[config.mk]
export PLATFORM = sky130hd
export DESIGN_NAME = cp_mod_counter
export DESIGN_NICKNAME = d
export VERILOG_FILES = /design/src/rtl/cp_mod_counter.sv
export SDC_FILE = /design/constraint.sdc
export NUM_CORES = 1
export LEC_CHECK = 0
export ABC_AREA = 1
export CORE_ASPECT_RATIO = 2
export CORE_MARGIN = 5
export CORE_UTILIZATION = 35
export DETAILED_ROUTE_END_ITERATION = 10
export MAX_ROUTING_LAYER = met4
export RECOVER_POWER = 25
export SKIP_LAST_GASP = 1
export SLEW_MARGIN = 15
export SYNTH_ARGS = -nofsm -noshare
export SYNTH_HDL_FRONTEND = slang
export SYNTH_SLANG_ARGS = --single-unit
[constraint.sdc]
create_clock -name clk -period 4.9 [get_ports clk]
set_input_delay 0.98 -clock clk [delete_from_list [all_inputs] [get_ports clk]]
set_output_delay 0.98 -clock clk [all_outputs]
set_load 0.01 [all_outputs]
[src/rtl/cp_mod_counter.sv]
// Up/down counter with a programmable terminal value, wrap or saturate mode,
// synchronous load/clear and a combinational carry-out for cascading stages.
module cp_mod_counter #(
    parameter int N    = 6,
    parameter int INIT = 0
) (
    input  logic         clk,
    input  logic         reset,
    input  logic         en,
    input  logic         inc,
    input  logic         dec,
    input  logic         load,
    input  logic [N-1:0] load_data,
    input  logic         clear,
    input  logic [N-1:0] limit,
    input  logic         sat,
    output logic [N-1:0] value,
    output logic         co,
    output logic         at_limit,
    output logic         wrap,
    output logic         sat_flag
);

    localparam logic [N-1:0] INIT_V = N'(INIT);
    localparam logic [N-1:0] ZERO_V = {N{1'b0}};
    localparam logic [N-1:0] ONE_V  = {{(N-1){1'b0}}, 1'b1};

    logic [N-1:0] value_q, value_d;
    logic         wrap_q, wrap_d;
    logic         sat_flag_q, sat_flag_d;
    logic         up_s, down_s;

    assign up_s   = en & inc & ~dec;
    assign down_s = en & dec & ~inc;

    // Next-state selection: clear, then load, then a single count step.
    always_comb begin
        value_d    = value_q;
        wrap_d     = 1'b0;
        sat_flag_d = sat_flag_q;
        if (clear) begin
            value_d    = INIT_V;
            sat_flag_d = 1'b0;
        end else if (load) begin
            value_d = (load_data > limit) ? limit : load_data;
        end else if (up_s) begin
            // >= rather than == so a value stranded above a lowered limit still terminates
            if (value_q < limit) begin
                value_d = value_q + ONE_V;
            end else if (!sat) begin
                value_d = ZERO_V;
                wrap_d  = 1'b1;
            end else begin
                value_d    = limit;
                sat_flag_d = 1'b1;
            end
        end else if (down_s) begin
            if (value_q > limit) begin
                value_d = limit;
            end else if (value_q != ZERO_V) begin
                value_d = value_q - ONE_V;
            end else if (!sat) begin
                value_d = limit;
                wrap_d  = 1'b1;
            end else begin
                value_d    = ZERO_V;
                sat_flag_d = 1'b1;
            end
        end else begin
            value_d = value_q;
        end
    end

    // State registers with synchronous active-low reset.
    always_ff @(posedge clk) begin
        if (!reset) begin
            value_q    <= INIT_V;
            wrap_q     <= 1'b0;
            sat_flag_q <= 1'b0;
        end else begin
            value_q    <= value_d;
            wrap_q     <= wrap_d;
            sat_flag_q <= sat_flag_d;
        end
    end

    // Carry is raised in the same cycle as the terminal count so the next stage steps on the same edge.
    assign co = ~load & ~clear &
                ((up_s & (value_q >= limit)) | (down_s & (value_q == ZERO_V)));

    assign at_limit = (value_q == limit);
    assign value    = value_q;
    assign wrap     = wrap_q;
    assign sat_flag = sat_flag_q;

endmodule

==> metrics.md <==
| Metric | Value |
|---|---|
| Status | completed |
| Logic gate share of total power | between 50% and 60% |
| Average wire per standard cell | ~13 microns |
| Xor-xnor portion of the synthesized cell area | ~1.9% |
| Final std cells w/o fill | 317 |
| Final Hold Viols | 0 |
| Syn Inst Count | approximately 240 |
| Core Rows | 32 |
| Post-CTS setup buffer count | 0 |
| Pleak | roughly 0.90 nW |
| Initial Util | between 30% and 40% |
| Root buffer cell | clkbuf_8 |
| Clock power share | between 20% and 30% |
| Via Count | approximately 1,600 |
| Hold_buf cts | 0 |
| Worst Hold Class | register to register |
| Mapped Avg Cell Area | 5.915 sq um |
| Num CTS Buffers | 3 |
| CP peak stage delay | about 0.57 ns |
| Synth cell types | 31 |
| Clock Skew | between 0.004 and 0.005 ns |
| # fillers | approximately 460 |
| Drc violations | 0 |
| Post-route cell area | between 1500 and 2000 sq um |
| Slew @ Worst Pin | around 0.46 ns |
| Final setup fails | 0 |
| CP Capture Type | primary output |
| Area Growth Syn to Fin | 27.81% |
| Placer Congestion | slightly below 1 |
| NetSw | 0.0001305 W |
| Worst-Skew Late Latency | around 0.23 ns |
| Commonest non-fill, non-tap cells in the layout | nand2_1 (71), inv_1 (29), clkdlybuf4s50_1 (25), nor2_1 (24), nand3_1 (22) |
| Sequential share of power | between 20% and 30% |
| Drt total wl | 4255 microns |
| Port bufs | 29 |
| Die area | approximately 5400 sq um |
| Initial DRT Pass Iterations | 4 |
| Sw Share | around 41% |
| Clock sinks | 8 |
| FMAX | 234.4 MHz |
| Nets | slightly above 300 |
| Dpl hpwl | between 3000 and 4000 microns |
| Post-Syn Nets | 270 |
| Max-cap violations | 0 |
| Register area share after synthesis | between 10% and 20% |
| First-pass GRT wire length | 7120 microns |
| Int Pwr | around 0.00019 W |
| Setup_tns | 0 ns |
| Synth Register Bits | 8 |
| Die W | approximately 55 microns |
| Max Slew Vio Count | 0 |
| H-Tree Depth | 1 |
| Synth Area in Simple Gates | 50.23% |
| CP Cell Sequence | clkdlybuf4s50_1, inv_1, ha_1, nand2_2, nor2_4, nand2_2, nand3_4, o21ai_0, a211oi_1, clkdlybuf4s50_1 |
| Mux cell area share after synthesis | 0% |
| Main combinational cell family by area after synthesis | simple AND/OR/NAND/NOR gates |
| Worst path slowest cell | clkdlybuf4s50_1 |
| Vias per Instance | ~5.0 |
| Fin crit share | approximately 87% |
| WP data required | roughly 4 ns |
| Antenna-violating nets left | 0 |
| Die Y | about 99 microns |
| Worst-path clk slew | ~0.040 ns |
| Storage cell area | roughly 160 sq um |
| Adder-cell share of the synthesized area | a little over an eighth |
| Crit path kind | input port to primary output |
| Max-slew headroom | between 60 and 70% |
| Startpoint types | input port |
| Number of global-route vias before repair | 1,587 |
| Core ar. | about 3800 sq um |
| Largest net degree at the start of global routing | 11 |
| Multi-input logic area | 1086 sq um |
| Clock Path Buffers | 2 |
| RSZ-0062 raised after global routing | false |
| GRT Total Usage | between 15 and 20% |
| Arrival time of the worst setup path | ~3.3 ns |
| Yosys Warn Count | 0 |
| Io pins | 30 |
| Antenna Cells | 0 |
| Commonest non-fill, non-tap cell in the layout | nand2_1 |
| Cell Area, Synth | between 1000 and 1500 sq um |
| CP Max Fanout | 10 |
| Dpl cells | around 310 |
| Total congestion overflow | 0 |
| Final design utilization | roughly 46% |
| VDD IR-drop max | ~0.00026 V |
| Min Tclk post-route | roughly 4.3 ns |
| Pwr dens | around 180 nW/um^2 |
| Antenna violations before repair | 0 |
| Share of post-route cells with drive strength above 1 | a little over a tenth |
| Placed standard-cell area | 1735 sq um |
| TritonCTS clock tree | done |
| Synth Area in Compound Gates | approximately 13% |
| Starting DRT DRC Count | 32 |
| Cts repair resizes | 0 |
[power groups by stage]
stage,combinational [W],sequential (W),clock [W]
after floorplan,0.000111,0.0000762,0
after global placement,0.000166,0.0000792,0
after detailed placement,0.000166,0.0000787,0
after CTS,0.000167,0.0000776,0.0000806
after global routing,0.000187,0.0000785,0.0000840
final,0.000165,0.0000777,0.0000777
[Yosys cell counts]
library cell | n | area [sq um]
nand2_4 | 1 | 11.26
nor2_4 | 3 | 33.78
a21oi_2 | 2 | 17.52
buf_6 | 1 | 11.26
a211oi_1 | 1 | 7.510
o2111ai_1 | 1 | 8.760
nor3_4 | 1 | 16.27
nand3_2 | 3 | 30.03
ha_1 | 15 | 187.7
o21ai_0 | 8 | 40.04
inv_1 | 29 | 108.9
nand3b_1 | 1 | 7.510
clkinv_1 | 1 | 3.750
or2_0 | 1 | 6.260
dfxtp_1 | 8 | 160.2
o21ai_1 | 3 | 15.01
nand3_4 | 3 | 52.55
o21bai_1 | 1 | 7.510
inv_2 | 4 | 15.01
buf_2 | 1 | 5.000
nand4_1 | 3 | 18.77
nand3_1 | 22 | 110.1
nor2_1 | 24 | 90.09
nand2_1 | 71 | 266.5
nand2_2 | 4 | 25.02
nor2_2 | 2 | 12.51
a21oi_1 | 14 | 70.07
and3_2 | 1 | 7.510
o21a_1 | 1 | 7.510
xor2_1 | 3 | 26.28
nor3_1 | 2 | 10.01
[flip-flops by register name (all words and copies together), names as in the netlist]
register,count
value,6
sat_flag,1
wrap,1
[worst max-delay path: cells and delay by family]
| kind | cells | cell delay, ns |
|---|---|---|
| buffers and inverters | 3 | 1.21 |
| adders and majority gates | 1 | 0.34 |
| AOI/OAI and AO/OA | 2 | 0.32 |
| and+or+nand+nor | 4 | 0.43 |
[metrics by stage]
stage	hold slack, ns	total power, W	setup WS [ns]
floorplan	0.4737	0.0001876	1.749
global placement	0.4414	0.0002447	0.6790
detailed placement	0.4511	0.0002450	0.6288
CTS	0.4614	0.0003254	0.6263
global route	0.4877	0.0003499	0.4547
finish	0.4550	0.0003199	0.6344
[layer usage]
layer / vias to the layer above / part of all wire [%] / track usage [%]
met5: - / 0 / -
met4: 0 / 3.7 / 6.334
met3: 13 / 4.0 / 2.549
met2: 45 / 56 / 33.52
met1: 716 / 37 / 17.11
li1: 825 / - / -
[final cells by class]
cell class / instances / area share [%]
clock buffer: 3 / 2.324
inverter: 34 / 7.183
tap: 51 / 3.592
sequential: 8 / 9.014
timing repair buffer: 30 / 16.76
multi-input combinational: 191 / 61.13
[logic make-up (layout without fill, tap and decap cells)]
logic type / after synthesis / after routing
AO/OA/AOI/OAI: 31 / 31
XOR/XNOR: 3 / 3
adder cells (fa/ha/maj): 15 / 15
buffers and inverters: 36 / 67
flip-flops: 8 / 8
AND/OR/NAND/NOR: 142 / 142
[path summary, 6_finish.rpt]
| check | startpoint | to | slack (ns) | cells past startpoint |
|---|---|---|---|---|
| setup reg to reg | value[2] | value[2] | 2.87 | 11 |
| hold reg to reg | sat_flag | sat_flag | 0.46 | 2 |
| hold / removal | sat_flag | sat_flag | 0.46 | 2 |
| setup / recovery | limit[5] | co | 0.63 | 10 |
Power figures use the tool's default switching activity.
